[src/rtl/spi_target_pkg.sv]
`default_nettype none
// ============================================================================
// Module      : spi_target_pkg
// Description : Shared constants for the SPI mode-0 register-bank responder:
//               FSM state encoding and command-byte layout.
// Revision    : 1.0 - initial release
// ============================================================================
package spi_target_pkg;

    // FSM state encoding
    localparam logic [1:0] ST_IDLE  = 2'd0;
    localparam logic [1:0] ST_CMD   = 2'd1;
    localparam logic [1:0] ST_WDATA = 2'd2;
    localparam logic [1:0] ST_RDATA = 2'd3;

    // Command byte: bit 7 selects write (1) or read (0)
    localparam int CMD_WRITE_BIT = 7;

    // Minimum ratio of system clock to SCK for reliable edge detection
    localparam int MIN_OVERSAMPLE = 4;

endpackage : spi_target_pkg
`default_nettype wire

[src/rtl/spi_target_sync_edge.sv]
`default_nettype none
// ============================================================================
// Module      : spi_sync_edge
// Description : Two-flop synchronizer for an asynchronous pin, followed by a
//               history flop that yields single-cycle rise/fall pulses on the
//               synchronized level.
// Revision    : 1.0 - initial release
// ============================================================================
module spi_sync_edge (
    input  logic clk,
    input  logic async_in,
    output logic level,
    output logic rise,
    output logic fall
);

    logic meta;
    logic sync;
    logic prev;

    // Synchronizer and edge history; left unreset so a reset asserted while
    // the pin is active does not fabricate an edge afterwards.
    always_ff @(posedge clk) begin
        meta <= async_in;
        sync <= meta;
        prev <= sync;
    end

    assign level = sync;
    assign rise  = sync & ~prev;
    assign fall  = ~sync & prev;

endmodule : spi_sync_edge
`default_nettype wire

[src/rtl/spi_target.sv]
`default_nettype none
// ============================================================================
// Module      : spi_target
// Description : SPI mode-0 target with an internal 8-bit register bank.
//               Oversamples SCK/CS/MOSI on the system clock, decodes a
//               command byte (R/W + start address) followed by data bytes
//               with post-incrementing, wrapping address, and shifts register
//               contents back on MISO.
// Revision    : 1.0 - initial release
// ============================================================================
module spi_target
    import spi_target_pkg::*;
#(
    parameter int         NUM_REGS  = 8,
    parameter logic [7:0] RESET_VAL = 8'h00,
    parameter logic [7:0] IDLE_BYTE = 8'h00
) (
    input  logic                        sys_clk_pin,
    input  logic                        rst,
    input  logic                        sck,
    input  logic                        cs_n,
    input  logic                        mosi,
    output logic                        miso,
    output logic                        miso_oe,
    input  logic                        host_we,
    input  logic [$clog2(NUM_REGS)-1:0] host_addr,
    input  logic [7:0]                  host_wdata,
    output logic                        wr_strobe,
    output logic [$clog2(NUM_REGS)-1:0] wr_addr,
    output logic [7:0]                  wr_data,
    output logic                        frame_done
);

    localparam int AW = $clog2(NUM_REGS);

    // ------------------------------------------------------------------
    // Pin synchronization
    // ------------------------------------------------------------------
    logic sck_level_unused;
    logic sck_rise;
    logic sck_fall;
    logic cs_n_level;
    logic cs_rise;
    logic cs_fall;
    logic mosi_meta;
    logic mosi_sync;

    spi_sync_edge u_sck_sync (
        .clk      (sys_clk_pin),
        .async_in (sck),
        .level    (sck_level_unused),
        .rise     (sck_rise),
        .fall     (sck_fall)
    );

    spi_sync_edge u_cs_sync (
        .clk      (sys_clk_pin),
        .async_in (cs_n),
        .level    (cs_n_level),
        .rise     (cs_rise),
        .fall     (cs_fall)
    );

    // Plain two-flop synchronizer for MOSI; its output lines up with the
    // cycle in which the SCK rise is detected.
    always_ff @(posedge sys_clk_pin) begin
        mosi_meta <= mosi;
        mosi_sync <= mosi_meta;
    end

    // ------------------------------------------------------------------
    // State and datapath
    // ------------------------------------------------------------------
    logic [1:0]    state;
    logic [2:0]    bit_cnt;
    logic [7:0]    rx_shift;
    logic [7:0]    tx_shift;
    logic [AW-1:0] addr;
    logic          blocked;
    logic [7:0]    regs [NUM_REGS];

    logic [7:0]    rx_next;
    logic          byte_done;
    logic          spi_we;
    logic [AW-1:0] addr_inc;
    logic [AW-1:0] load_addr;
    logic [7:0]    load_data;

    assign rx_next   = {rx_shift[6:0], mosi_sync};
    assign byte_done = (state != ST_IDLE) && !cs_rise && sck_rise && (bit_cnt == 3'd7);
    assign spi_we    = byte_done && (state == ST_WDATA);
    assign addr_inc  = addr + AW'(1);
    // In CMD the next byte's address comes straight from the command byte
    assign load_addr = (state == ST_CMD) ? rx_next[AW-1:0] : addr_inc;
    assign load_data = regs[load_addr];

    // Register bank: host writes first, SPI write last so it wins a collision
    always_ff @(posedge sys_clk_pin) begin
        if (rst) begin
            for (int i = 0; i < NUM_REGS; i++) begin
                regs[i] <= RESET_VAL;
            end
        end else begin
            if (host_we) begin
                regs[host_addr] <= host_wdata;
            end
            if (spi_we) begin
                regs[addr] <= rx_next;
            end
        end
    end

    // Frame FSM, shift registers, MISO driver and status pulses
    always_ff @(posedge sys_clk_pin) begin
        if (rst) begin
            state      <= ST_IDLE;
            bit_cnt    <= 3'd0;
            rx_shift   <= 8'h00;
            tx_shift   <= 8'h00;
            addr       <= '0;
            miso       <= 1'b0;
            miso_oe    <= 1'b0;
            wr_strobe  <= 1'b0;
            wr_addr    <= '0;
            wr_data    <= 8'h00;
            frame_done <= 1'b0;
            // A frame interrupted by reset stays locked out until CS is
            // released and asserted again.
            blocked    <= ~cs_n_level;
        end else begin
            wr_strobe  <= 1'b0;
            frame_done <= 1'b0;
            if (cs_n_level) begin
                blocked <= 1'b0;
            end

            if (cs_rise) begin
                state      <= ST_IDLE;
                bit_cnt    <= 3'd0;
                miso_oe    <= 1'b0;
                frame_done <= 1'b1;
            end else begin
                case (state)
                    ST_IDLE: begin
                        if (cs_fall && !blocked) begin
                            state    <= ST_CMD;
                            bit_cnt  <= 3'd0;
                            miso_oe  <= 1'b1;
                            // Bit 7 goes out now; the first SCK fall must
                            // present bit 6, so the shifter starts pre-shifted.
                            miso     <= IDLE_BYTE[7];
                            tx_shift <= {IDLE_BYTE[6:0], 1'b0};
                        end
                    end
                    default: begin
                        if (sck_fall) begin
                            miso     <= tx_shift[7];
                            tx_shift <= {tx_shift[6:0], 1'b0};
                        end
                        if (sck_rise) begin
                            rx_shift <= rx_next;
                            bit_cnt  <= bit_cnt + 3'd1;
                        end
                        if (byte_done) begin
                            case (state)
                                ST_CMD: begin
                                    addr <= rx_next[AW-1:0];
                                    if (rx_next[CMD_WRITE_BIT]) begin
                                        state    <= ST_WDATA;
                                        tx_shift <= IDLE_BYTE;
                                    end else begin
                                        state    <= ST_RDATA;
                                        tx_shift <= load_data;
                                    end
                                end
                                ST_WDATA: begin
                                    wr_strobe <= 1'b1;
                                    wr_addr   <= addr;
                                    wr_data   <= rx_next;
                                    addr      <= addr_inc;
                                    tx_shift  <= IDLE_BYTE;
                                end
                                default: begin
                                    addr     <= addr_inc;
                                    tx_shift <= load_data;
                                end
                            endcase
                        end
                    end
                endcase
            end
        end
    end

endmodule : spi_target
`default_nettype wire

[config.mk]
export PLATFORM = sky130hd
export DESIGN_NAME = spi_target
export DESIGN_NICKNAME = d
export VERILOG_FILES = /design/src/rtl/spi_target_pkg.sv /design/src/rtl/spi_target_sync_edge.sv /design/src/rtl/spi_target.sv
export SDC_FILE = /design/constraint.sdc
export NUM_CORES = 1
export LEC_CHECK = 0
export BUFFER_PORTS_ARGS = -buffer_cell sky130_fd_sc_hd__clkbuf_2
export CORE_ASPECT_RATIO = 0.8
export CORE_MARGIN = 2
export CORE_UTILIZATION = 47
export DETAILED_ROUTE_END_ITERATION = 8
export GPL_ROUTABILITY_DRIVEN = 0
export PLACE_DENSITY = 0.71
export REMOVE_ABC_BUFFERS = 1
export SLEW_MARGIN = 15
export SYNTH_ARGS = -nofsm -noshare
export SYNTH_HDL_FRONTEND = slang
export SYNTH_SLANG_ARGS = --single-unit
[constraint.sdc]
create_clock -name sys_clk_pin -period 5.7 [get_ports sys_clk_pin]
set_clock_uncertainty 0.15 [all_clocks]
set_input_delay 0 -clock sys_clk_pin [delete_from_list [all_inputs] [get_ports sys_clk_pin]]
set_output_delay 0 -clock sys_clk_pin [all_outputs]
set_load 0.005 [all_outputs]
==> results of run 1 <==
==> metal layers <==
metal	share of wire (%)	up-vias	routed length, µm
li1	-	2423	-
met1	41	2392	7100
met2	43	342	7310
met3	12	62	2130
met4	3.6	0	610
met5	0	-	0
==> worst min-delay path: stages <==
cell and delay (ps):
clkbuf_2 200, nand2_1 90, o21ai_0 70
==> cell usage after synthesis (all sizes together) (4+ instances only) <==
library cell,instances,area (µm²)
nand2,164,616
o21ai,83,415
edfxtp,65,1950
a21oi,61,305
dfxtp,46,921
buf,34,165
nor2,25,93.8
clkbuf,24,90.1
nand3,24,125
nor3,16,148
inv,14,52.6
nor2b,13,81.3
or3,10,62.6
nand2b,9,63.8
o22ai,8,50.1
o21a,7,52.6
a311o,6,60.1
ha,6,75.1
o211ai,6,45.0
o2bb2ai,6,52.6
o31ai,6,45.0
nor4,5,80.1
o32ai,5,43.8
a22oi,4,30.0
==> state kept, by name (all words and copies together) (netlist names), 2 cells and up <==
signal,count
wr_addr,3
rx_shift,7
regs,64
addr,3
state,2
bit_cnt,3
tx_shift,8
wr_data,8
==> where the power goes <==
| group | switching [mW] | internal, mW | leakage (nW) |
|---|---|---|---|
| Combinational | 0.0739 | 0.0324 | 0.997 |
| Sequential | 0.0225 | 0.881 | 0.998 |
| Clock | 0.295 | 0.327 | 0.142 |
| Total | 0.391 | 1.24 | 2.14 |
==> worst max-delay path by stage <==
stage / startpoint / end / depth (start not counted)
2_1_floorplan: state[0]$_SDFFE_PP0P_ / regs[0][0]$_DFFE_PP_ / 6
3_3_place_gp: state[0]$_SDFFE_PP0P_ / regs[0][0]$_DFFE_PP_ / 6
3_5_place_dp: state[0]$_SDFFE_PP0P_ / regs[0][6]$_DFFE_PP_ / 6
4_1_cts: state[0]$_SDFFE_PP0P_ / regs[0][5]$_DFFE_PP_ / 6
5_1_grt: state[0]$_SDFFE_PP0P_ / regs[0][5]$_DFFE_PP_ / 6
6_report: state[0]$_SDFFE_PP0P_ / regs[0][5]$_DFFE_PP_ / 6
==> stage by stage <==
step           hold slack, ps  utilization, %  worst slack (ps)  total power [mW]  area [µm²]
2_1_floorplan            -122               -              2750             0.968        5720
3_3_place_gp            -45.3            49.8              2300              1.02        6130
3_5_place_dp            -45.6            49.8              2170              1.02        6130
4_1_cts                  10.1            52.5              2150              1.63        6450
5_1_grt                  2.80            52.5              1840              1.68        6450
6_report                 30.8            52.5              2140              1.63        6450
==> cells by family after synthesis <==
group,Yosys count,synth area share [%]
simple gates,280,23.3
fa+ha+maj,6,1.26
xor+xnor,1,0.147
flops,111,48.1
compound gates,213,21.7
buf+inv,72,5.16
mux,2,0.335
==> area by class of cell <==
type	instances	share of cell area, %
clock inverter	5	0.601
timing repair buffer	40	3.57
inverter	14	0.814
tap	171	3.32
multi-input combinational	502	43.2
clock buffer	11	3.94
sequential	111	44.5
==> summary.txt, run 1 <==
Sequential cell area -> 0.00287 mm²
Final worst path period share -> 62.4%
Most frequent cells in the layout -> nand2_1 (164), o21ai_0 (79), edfxtp_1 (65)
Min-Delay Endpoint -> regs[4][1]$_DFFE_PP_
Main synth FF type -> edfxtp_1
N_diodes -> 0
Die Wd -> 130 µm
Crit path largest cell delay -> 790 ps
HPWL Detailed -> 11800 µm
Worst r2r path cells -> 6
Crit path DAT -> 3440 ps
Num CTS Buffers -> 9
RSZ-0062 raised after global routing -> no
Layout cells sized above 1 -> 10.8%
H-tree depth -> 3
Max transition margin -> 32.8%
Worst endpoint required time -> 5580 ps
Peak Freq -> 0.281 GHz
CTS root buffer -> clkbuf_16
M1 GR Usage -> 37.6%
Met2 Use GR -> 36.6%
Post-synthesis instance total -> 685
Leakage power -> 2.14 nW
Row Count -> 36
CP max FO -> 17
Mapped Avg Cell Area -> 8.72 µm²
Sequential cell area fraction in the yosys report -> 48.1%
Setup Fix Bufs, Post-CTS -> 0
Slowest CP cell -> nor4_4
Max-cap violations -> 0
Max Buffers Root-to-Sink -> 2
Routed Wire Length -> 17200 µm
Die Y -> 105 µm
Grt peak-use layer -> met1
Gr ovfl total -> 0
Multi-input gate area -> 0.00279 mm²
Crit-path cells -> inv_1 -> ha_1 -> nor3b_4 -> nand3_2 -> nor4_4 -> or3_1
Initial drt markers -> 710
Final TNS setup -> 0 ps
I/O Buffers -> 31
Final Hold Fails -> 0
DRC viols -> 0
I/O pin total -> 32
Tmin final -> 3560 ps
Post-route ant nets -> 0
# hold bufs at CTS -> 3
Synth cell types -> 57
Vias per cell -> 6.11
Filler cell count -> 1073
Reg2reg start -> state[0]$_SDFFE_PP0P_
Initial antenna violation count -> 0
CTS Sinks -> 111
CP Launch Type -> register
Clock latency on the worst-skew pair -> 350 ps
Die area -> 0.0136 mm²
Largest net degree at the start of global routing -> 36
Initial Util -> 48.6%
# resized after CTS -> 0
Commonest non-fill, non-tap cell in the layout -> nand2_1
Crit path max-delay family -> simple AND/OR/NAND/NOR gates
Core area -> 0.0123 mm²
Number of synthesized register bits -> 111
Buf/Inv on CP -> 1
First-pass GRT wire length -> 26600 µm
Slew Limit Fails -> 0
Met3 Resource Use GR -> 7.78%
Mapped Area -> 0.00597 mm²
Reg2Reg Setup Slack -> 2140 ps
HP Start -> host_wdata[1]
Placed cells -> 835
Power Dens Cells -> 253 mW/mm²
Via count -> 5219
Async SR Flop Fraction -> 0%
Hold depth -> 3
Clock Pin Slew Worst Setup and Hold Paths -> 70 ps
Layout area overhead -> 8.07%
NumNets Final -> 701
Measured slew at the worst slew-check pin -> 1000 ps
WL/cell -> 20.1 µm
Hold crit path type -> primary input to register
RR Endpoint -> regs[0][5]$_DFFE_PP_
Final setup fails -> 0
Vias in the first global route -> 4734
CTS tree -> yes
Number of synthesized flops with an enable pin -> 65
Warnings from Yosys -> 0
DR pass1 iterations -> 7
Status -> finished, final reports clean
Critical Path Sink Type -> register
Kind of critical path -> register to register
Layout Cells excl Fill -> 854
Worst vdd ir -> 0.155 mV
Tot GR Track Use -> 26.0%
Note: power is estimated with default switching activity, not from simulation.
==> run 2: changes to the inputs <==
PLACE_DENSITY = 0.73   (was 0.71)
clock period = 3.1 ns   (was 5.7 ns; I/O delays follow)
==> run 2 against run 1 <==
Net effect: die area is the same; critical path depth is 1 higher; via count grew 3.3%; critical endpoint is now regs[0][2]$_DFFE_PP_.
==> summary.txt, run 2 (synthesis results as in run 1) <==
Status -> finished, final reports clean
Tmin final -> 2830 ps
Final setup fails -> 0
Routed Wire Length -> 18100 µm
Max Buffers Root-to-Sink -> 2
Total power -> 2.99 mW
Final Hold Fails -> 0
Int Power -> 2.24 mW
Max-cap violations -> 0
Fin worst setup slack -> 270 ps
Crit path largest cell delay -> 450 ps
Die Y -> 105 µm
Row Count -> 36
Initial drt markers -> 734
CP max FO -> 17
Crit path from -> state[0]$_SDFFE_PP0P_
Setup Fix Bufs, Post-CTS -> 0
HP Start -> host_wdata[0]
Worst vdd ir -> 0.296 mV
Kind of critical path -> register to register
RSZ-0062 raised after global routing -> no
Via count -> 5390
CTS Sinks -> 111
Hold_ws -> 28.9 ps
Crit-path cells -> inv_1 -> ha_1 -> nor3b_4 -> nand3_2 -> nor4_4 -> buf_4 -> or3_1
Clock Pin Slew Worst Setup and Hold Paths -> 80 ps
Layout cells sized above 1 -> 13.5%
H-tree depth -> 3
Vias per cell -> 6.15
Buf/Inv on CP -> 2
Max transition margin -> 42.5%
Crit path DAT -> 2700 ps
Reg2reg start -> state[0]$_SDFFE_PP0P_
Vias in the first global route -> 4981
Commonest non-fill, non-tap cell in the layout -> nand2_1
Clock latency on the worst-skew pair -> 360 ps
Gr ovfl total -> 0
I/O pin total -> 32
Peak Freq -> 0.353 GHz
Design Area, Final -> 0.00661 mm²
Worst endpoint required time -> 2970 ps
Tot GR Track Use -> 27.5%
Post-route ant nets -> 0
Initial antenna violation count -> 0
Clock network power share -> 37.5%
WL/cell -> 20.6 µm
Final worst path period share -> 91.3%
N_diodes -> 0
Power Dens Cells -> 452 mW/mm²
Leakage power -> 2.25 nW
Crit path max-delay family -> simple AND/OR/NAND/NOR gates
Die area -> 0.0136 mm²
DRC viols -> 0
Registers with the most flip-flops -> regs: 64 flops, tx_shift: 8 flops, wr_data: 8 flops
Sw Share -> 24.9%
Hold crit path type -> primary input to register
Slew Limit Fails -> 0
Combinational fraction of design power -> 6.8%
Placed instance area -> 0.00629 mm²
First-pass GRT wire length -> 28000 µm
Post-Place Worst Slack -> 321 ps
Initial Util -> 48.6%
DR pass1 iterations -> 6
Layout area overhead -> 10.7%
Slowest CP cell -> nand3_2
HPWL Detailed -> 12600 µm
I/O Buffers -> 31
Largest Register -> regs
# resized after CTS -> 0
Critical Path Sink Type -> register
Sequential power share -> 55.7%
Max reg flops -> 64
Final TNS setup -> 0 ps
Die Wd -> 130 µm
CP Launch Type -> register
CTS root buffer -> clkbuf_16
CTS tree -> yes
Core area -> 0.0123 mm²
Num CTS Buffers -> 9
Most frequent cells in the layout -> nand2_1 (164), o21ai_0 (79), edfxtp_1 (65)
Measured slew at the worst slew-check pin -> 856 ps
NumNets Final -> 723
Net Sw Power -> 0.742 mW
Largest net degree at the start of global routing -> 31
-- run 2: what timing repair did --
item / in CTS / in global routing
endpoints found under the setup margin: 0 / 0
hold endpoints to repair: 4 / 0
hold buffers: 4 / 0
-- run 2: final timing paths --
kind,cells past startpoint,slack [ps],endpoint
worst max-delay path,7,270,regs[0][2]$_DFFE_PP_
worst min-delay path,3,30,regs[3][0]$_DFFE_PP_
worst max register to register,7,270,regs[0][2]$_DFFE_PP_
worst min register to register,0,180,mosi_sync$_DFF_P_
-- run 2: per-stage QoR --
stage / cells / utilization (%)
5_1_grt: 876 / 53.7
3_5_place_dp: 856 / 51.1
2_1_floorplan: 627 / -
4_1_cts: 876 / 53.7
6_report: 876 / 53.7
3_3_place_gp: 856 / 51.1
-- run 2: power by group through the flow --
stage	Combinational (mW)	Clock, mW	Sequential (mW)
finish	0.204	1.12	1.66
global route	0.218	1.19	1.67
CTS	0.198	1.12	1.66
detailed placement	0.194	0	1.69
global placement	0.187	0	1.69
floorplan	0.104	0	1.68
-- run 2: per-layer routing --
| layer | global-route usage, % | vias to the layer above | share of wire [%] |
|---|---|---|---|
| met2 | 38.2 | 363 | 43 |
| met5 | 0 | - | 0 |
| met4 | 12.1 | 0 | 3.1 |
| met3 | 9.11 | 48 | 14 |
| met1 | 38.7 | 2515 | 40 |
| li1 | - | 2464 | - |
-- run 2: cell type report --
cell class | count | area (µm²)
clock inverters | 6 | 51.3
fillers | 1106 | 5690
well taps | 171 | 214
clock buffers | 10 | 229
flip-flops and latches | 111 | 2870
inverters | 14 | 52.6
multi-input cells | 502 | 2790
repair buffers | 62 | 398
-- run 2: worst register-to-register path, delay by kind of cell (launching register included) --
kind / cells / cell delay (ps)
flops: 1 / 380
simple gates: 4 / 1370
fa+ha+maj: 1 / 290
buf+inv: 2 / 310
